### config.mk
export PLATFORM = sky130hd
export DESIGN_NAME = opb_register_simulink2ppc
export DESIGN_NICKNAME = d
export VERILOG_FILES = /design/src/rtl/opb_register_simulink2ppc.sv
export SDC_FILE = /design/constraint.sdc
export NUM_CORES = 1
export LEC_CHECK = 0
export ABC_AREA = 1
export CAP_MARGIN = 30
export CELL_PAD_IN_SITES_DETAIL_PLACEMENT = 0
export CELL_PAD_IN_SITES_GLOBAL_PLACEMENT = 2
export CORE_MARGIN = 4
export CORE_UTILIZATION = 21
export CTS_CLUSTER_DIAMETER = 80
export DETAILED_ROUTE_END_ITERATION = 8
export GPL_TIMING_DRIVEN = 0
export PLACE_DENSITY = 0.89
export SETUP_SLACK_MARGIN = 0.3
export SLEW_MARGIN = 20
export SYNTH_ARGS = -nofsm -noshare
export SYNTH_HDL_FRONTEND = slang
export SYNTH_SLANG_ARGS = --single-unit
### constraint.sdc
create_clock -name OPB_Clk -period 2.3 [get_ports OPB_Clk]
set_input_delay 0.345 -clock OPB_Clk [delete_from_list [all_inputs] [get_ports OPB_Clk]]
set_output_delay 0.345 -clock OPB_Clk [all_outputs]
set_load 0.005 [all_outputs]
### src/rtl/opb_register_simulink2ppc.sv
// OPB slave exposing a fabric-written 32-bit word to the PPC, with new/overrun
// flags, a 16-bit update counter and a freeze control that blocks captures.
module opb_register_simulink2ppc #(
  parameter logic [31:0] C_BASEADDR   = 32'h0000_0000,
  parameter logic [31:0] C_HIGHADDR   = 32'h0000_00FF,
  parameter int          C_OPB_AWIDTH = 32,
  parameter int          C_OPB_DWIDTH = 32,
  parameter string       C_FAMILY     = "virtex5"
) (
  input  logic                    OPB_Clk,
  input  logic                    OPB_Rst,
  input  logic [0:C_OPB_AWIDTH-1] OPB_ABus,
  input  logic [0:3]              OPB_BE,
  input  logic [0:C_OPB_DWIDTH-1] OPB_DBus,
  input  logic                    OPB_RNW,
  input  logic                    OPB_select,
  input  logic                    OPB_seqAddr,
  output logic [0:C_OPB_DWIDTH-1] Sl_DBus,
  output logic                    Sl_xferAck,
  output logic                    Sl_errAck,
  output logic                    Sl_retry,
  output logic                    Sl_toutSup,
  input  logic [31:0]             user_data_in,
  input  logic                    user_data_valid
);

  localparam logic [0:0] st_idle = 1'b0;
  localparam logic [0:0] st_ack  = 1'b1;

  logic [0:0]  state;
  logic [2:0]  off_q;
  logic        rnw_q;
  logic [31:0] data_reg;
  logic        new_flag;
  logic        ovr_flag;
  logic        freeze;
  logic [15:0] count;
  logic        hit;
  logic        ack;
  logic        capture;
  logic        data_rd_ack;
  logic        ctrl_wr;
  logic [31:0] rd_word;
  logic        unused_bits;

  // Offset from base compared against the window span: one unsigned compare
  // covers both bounds because addresses below base wrap to large values.
  assign hit         = OPB_select && ((OPB_ABus - C_BASEADDR) <= (C_HIGHADDR - C_BASEADDR));
  assign ack         = (state == st_ack);
  assign capture     = user_data_valid && !freeze;
  assign data_rd_ack = ack && rnw_q && (off_q == 3'd0);
  assign ctrl_wr     = ack && !rnw_q && (off_q == 3'd2) && OPB_BE[3];

  always_ff @(posedge OPB_Clk or posedge OPB_Rst) begin
    if (OPB_Rst) begin
      state <= st_idle;
      off_q <= 3'd0;
      rnw_q <= 1'b0;
    end else if (state == st_idle && hit) begin
      state <= st_ack;
      off_q <= OPB_ABus[27:29];
      rnw_q <= OPB_RNW;
    end else begin
      state <= st_idle;
    end
  end

  // A capture in the same cycle as a DATA read keeps new set but clears
  // overrun, since the word that was overwritten has just been consumed.
  always_ff @(posedge OPB_Clk or posedge OPB_Rst) begin
    if (OPB_Rst) begin
      data_reg <= 32'h0;
      new_flag <= 1'b0;
      ovr_flag <= 1'b0;
      count    <= 16'h0;
    end else if (capture) begin
      data_reg <= user_data_in;
      count    <= count + 16'd1;
      new_flag <= 1'b1;
      ovr_flag <= data_rd_ack ? 1'b0 : (ovr_flag | new_flag);
    end else if (data_rd_ack) begin
      new_flag <= 1'b0;
      ovr_flag <= 1'b0;
    end
  end

  always_ff @(posedge OPB_Clk or posedge OPB_Rst) begin
    if (OPB_Rst) begin
      freeze <= 1'b0;
    end else if (ctrl_wr) begin
      freeze <= OPB_DBus[31];
    end
  end

  always_comb begin
    rd_word = 32'h0;
    case (off_q)
      3'd0:    rd_word = data_reg;
      3'd1:    rd_word = {new_flag, ovr_flag, freeze, 13'b0, count};
      3'd2:    rd_word = {31'b0, freeze};
      default: rd_word = 32'h0;
    endcase
  end

  assign Sl_DBus    = (ack && rnw_q) ? rd_word : '0;
  assign Sl_xferAck = ack;
  assign Sl_errAck  = 1'b0;
  assign Sl_retry   = 1'b0;
  assign Sl_toutSup = 1'b0;

  assign unused_bits = &{1'b0, OPB_seqAddr, OPB_DBus[0:30], OPB_BE[0:2]};

  // Family is informational; referenced here only so it is not dangling.
  if (C_FAMILY == "") begin : g_family_unset
  end

endmodule

## After elaboration in Yosys (flattened, before gate mapping)

Index checks and enable logic that the tools add are counted.

| cells by class | value |
|---|---|
| add/sub/neg operators | 1 |
| $lt $le $gt $ge | 1 |
| equal/unequal tests | 2 |
| mux-type cells | 7 |
| bitwise logic cells | 2 |
| reductions and logical operators | 12 |

Operators by type and width:

| kind | count |
|---|---|
| one-hot mux 32 bit (3 select lines) | 1 |
| less-or-equal comparator 32 x 8 -> 1 bit (second input constant) | 1 |
| two-way mux 32 bit | 1 |
| adder 16 x 1 -> 16 bit (second input constant) | 1 |
| logical AND 1 bit | 8 |
| two-way mux 1 bit | 5 |
| equality test 3 x 1 -> 1 bit (second input constant) | 1 |
| equality test 3 x 2 -> 1 bit (second input constant) | 1 |
| zero test 3 bit | 1 |
| zero test 1 bit | 2 |
| nonzero test 2 bit | 1 |
| NOT 1 bit | 1 |
| bitwise OR 1 bit | 1 |

| word-level totals | value |
|---|---|
| register bits after elaboration | 56 |

## Logic depth before layout (Yosys ltp)

| depth | value |
|---|---|
| depth after elaboration | 4 |
| mapped depth | 8 |
| depth with buffers taken out | 8 |

## Worst setup path after synthesis

OpenSTA, ideal clock, no wires.

| timing path | value |
|---|---|
| path type | register to output |
| from | register off_q[1] |
| to | output Sl_DBus[16] (netlist bit) |
| data arrival time | 1.074 ns |
| required time | 1.955 ns |
| slack | 0.881 ns |
| cell stages (with the launch flop) | 8 |
| path buffers | 2 |
| path through | dfrtp_1 nor2_2 inv_2 nor2_4 buf_6 buf_8 nand2_1 a21oi_1 |

| between the ends | value |
|---|---|
| longest elaborated chain between the ends | 3 |
| elaborated cells on any way between the ends | 5 |
| classes of those cells | eq/ne (2); mux (2); reduce/logical (1) |

RTL lines:

| element | line | source |
|---|---|---|
| start, declared | 31 | `logic [2:0] off_q;` |
| start signal, assigned | 61 | `off_q <= OPB_ABus[27:29];` |
| equality test 3 x 2 -> 1 bit (tied with other cells) | 97 | `case (off_q)` |
| one-hot mux 32 bit (3 select lines) (*) | 97 |  |
| two-way mux 32 bit (*) | 105 | `assign Sl_DBus = (ack && rnw_q) ? rd_word : '0;` |
| end, declared | 18 | `output logic [0:C_OPB_DWIDTH-1] Sl_DBus,` |

Mark *: on every way between the ends. The rest lies on a longest branch, timed or not.

## Worst setup path in the final report

| timing path | value |
|---|---|
| from | register off_q[2] |
| to | output Sl_DBus[17] (netlist bit) |

Same word-level chain as after synthesis.

==> flow_summary_export.csv <==
group,metric,value,unit
run_status,status,"completed",
synth,synth_mux_area_share,0,%
global_route,grt_usage,10.7,%
synth,synth_top_area_cell,"dfrtp_1",
power_and_ir_drop,max-vdd-ir-drop,0.306,mV
setup_path,path_cells,"nor2_2, inv_2, nor2_4, buf_6, buf_12, buf_16, buf_12, nand2_1, a21oi_2, buf_2",
placement,hpwl,5990,um
routing,vias_per_cell,3.98,
setup_path,r2r_start,"Sl_xferAck",
floorplanning,die_h,125,um
clocking,clk_pin_slew,0.07,ns
clocking,cts_inserted_buffers,5,
routing,route.detailed.drc,0,
synth,synth_common_cells,"nand2_1 (154), dfrtp_1 (56), inv_1 (43)",
placement,io_buffers,98,
floorplanning,die_x,125,um
setup_path,r2r_setup_slack,0.84,ns
placement,gp_congestion,0.806,
setup_path,crit_path_end_kind,"output pin",
synth,syn-cell-area,2890,um^2
global_route,gr-total-overflow,0,
synth,yosys.area_share.adder,0.433,%
sta,period_minus_slack,2.09,ns
power_and_ir_drop,fin_total_pwr,0.00200,W
floorplanning,die_area,15700,um^2
sta,final_max_slew_viol_count,0,
routing,wire_per_inst,12.0,um
synth,synth_edf_count,0,
synth,synth_top_flop_cell,"dfrtp_1",
sta,skew,0.00559,ns
global_route,first_global_vias,2874,
cells_and_area,drive_gt1_share,21.7,%
power_and_ir_drop,p_sw,0.000391,W
setup_path,crit_path_top_delay_cell,"dfrtp_1",
synth,ys_seq_area_share,48.5,%
sta,finalHoldViolCount,0,
clocking,cts_tree,"built",
clocking,cts_buffer_depth,2,
clocking,clk_latency,0.29,ns
synth,avgSynthCellArea,7.52,um^2
placement,placed_area,4130,um^2
floorplanning,std_cell_rows,42,
setup_path,reg2reg_to,"rnw_q",
routing,num_vias,2752,
setup_path,crit_path_max_fanout,4,
power_and_ir_drop,internal-power,0.00161,W
sta,rsz0062_at_grt,"true",
synth,yosys.area_share.simple,31.9,%
power_and_ir_drop,p_leak,2.32,nW
floorplanning,initial_core_util,21.6,%
synth,yosys.cell_count.top_type,"nand2_1",
floorplanning,ios,142,
setup_path,worstSetupStartpointType,"flip-flop",
sta,setup_violations,0,
synth,synthTopCellsByArea,"dfrtp_1 (49%), nand2_1 (20%), inv_1 (5.6%)",
global_route,grt_pass1_wl,13900,um
flow_run,maxCapViolCount,0,
cells_and_area,seq_area,1400,um^2
setup_path,cp_common_cell,"buf_12",
cells_and_area,largest_reg_flops,32,
sta,fmax,478,MHz
global_route,antenna_found_initial,0,
floorplanning,core_area,13300,um^2
power_and_ir_drop,p_clk_share,43.1,%
power_and_ir_drop,powerDensity,440,nW/um^2
global_route,grt_max_degree,57,
setup_path,cp.required,1.96,ns
clocking,cts_hold_buf,0,
clocking,clkSinkCount,56,
cells_and_area,fillCellCount,1432,
cells_and_area,antenna_cells,0,
synth,yosysUniqueCellTypes,29,
power_and_ir_drop,pwr-share-seq,49.3,%
sta,finalCritPeriodShare,90.9,%
cells_and_area,multi_input_area,1330,um^2
synth,syn-instance-count,384,
cells_and_area,fin_area,4530,um^2
power_and_ir_drop,p_comb_share,7.6,%
synth,ys_ff_latch,56,
synth,yosys_warnings,0,
clocking,cts-root-buf,"clkbuf_16",
clocking,htreeDepth,2,
setup_path,cpPeakStageDelay,0.40,ns
cells_and_area,area_growth_syn_to_layout,57.0,%
setup_path,arrival,1.75,ns
routing,drtIter0Drc,65,
synth,synth-compound-area-share,5.98,%
synth,synthArstFlopShare,100,%
synth,synth_top_family_by_area,"simple AND/OR/NAND/NOR gates",
setup_path,worst-r2r-cell-count,7,
synth,synth_top_area_share,48.5,%
cells_and_area,layout.nets,621,
synth,synth_xor_area_share,3.03,%
hold_path,hold_class,"in -> async",
routing,drt_wl_total,8260,um
power_and_ir_drop,sw_frac_of_total,19.6,%
routing,drtAntennaViolNets,0,
setup_path,critPathKind,"reg -> out",
routing,first_pass_iters,4,
metrics by stage:
step	TNS (ns)	setup WS (ns)	utilization (%)	instances	hold WS [ns]
after floorplan	0	0.584	-	386	0.449
after global placement	-30.19	-0.543	30.7	660	0.465
after detailed placement	0	0.104	30.9	661	0.465
after CTS	0	0.101	33.1	683	0.470
after global routing	0	0.116	34.0	691	0.492
final	0	0.208	34.0	691	0.438
cells in the final DEF (no fill, tap or decap), drive strengths merged:
master and n:
conb 3, clkdlybuf4s50 66, nand4 4, xnor2 6, a21oi 19, clkdlybuf4s15 2, xor2 4, dfrtp 56
nand2 158, nor2 44, bufinv 1, o21bai 1, clkinv 1, buf 52, ha 1, dlygate4sd2 3
nand3b 2, inv 47, nor3 3, clkbuf 18, and2 1, dlymetal6s2s 1, o21ai 14, nand3 8
cell families after synthesis:
family | Yosys count
AO/OA/AOI/OAI | 34
XOR/XNOR | 10
adder cells (fa/ha/maj) | 1
flip-flops | 56
other | 1
AND/OR/NAND/NOR | 220
buffers and inverters | 62
worst max path at each step:
| stage | from | to | slack [ns] | depth (start not counted) |
|---|---|---|---|---|
| floorplan | OPB_Rst | Sl_xferAck | 0.58 | 1 |
| global placement | OPB_Rst | data_reg[0] | -0.54 | 2 |
| detailed placement | Sl_xferAck | Sl_DBus[6] | 0.10 | 6 |
| CTS | off_q[1] | Sl_DBus[9] | 0.10 | 7 |
| global route | off_q[2] | Sl_DBus[28] | 0.12 | 9 |
| finish | off_q[2] | Sl_DBus[17] | 0.21 | 10 |
power by group through the flow:
stage | Combinational [W] | Sequential (W) | Clock (W)
floorplan | 0.0000289 | 0.00100 | 0
global placement | 0.000146 | 0.00100 | 0
detailed placement | 0.000154 | 0.00100 | 0
CTS | 0.000155 | 0.000983 | 0.000896
global route | 0.000166 | 0.000983 | 0.000931
finish | 0.000152 | 0.000984 | 0.000861
timing repair:
action	in CTS	in global routing
resized for setup	95	53
endpoints found under the hold margin	0	0
endpoints found under the setup margin	32	29
pin swaps	12	9
buffers inserted	13	8
gates cloned	1	0
layout make-up:
| type | count | share of cell area (%) |
|---|---|---|
| plain buffers | 15 | 2.62 |
| inverters | 47 | 3.95 |
| flip-flops and latches | 56 | 30.9 |
| clock buffers | 6 | 2.84 |
| repair buffers | 121 | 24.8 |
| multi-input cells | 268 | 29.2 |
| clock inverters | 2 | 0.773 |
| well taps | 176 | 4.86 |
routing by layer:
layer	track usage (%)	wire length, um	vias to the layer above
met4	2.49	80	0
li1	-	-	1409
met1	13.3	3790	1253
met5	0	0	-
met3	3.62	548	7
met2	17.9	3840	83
worst max-delay path, delay by kind of cell, from the launching register on:
| kind | cells | cell delay, ns |
|---|---|---|
| compound gates | 1 | 0.13 |
| buf+inv | 6 | 0.62 |
| simple gates | 3 | 0.28 |
| flops | 1 | 0.40 |
(Power assumes the default switching activity.)
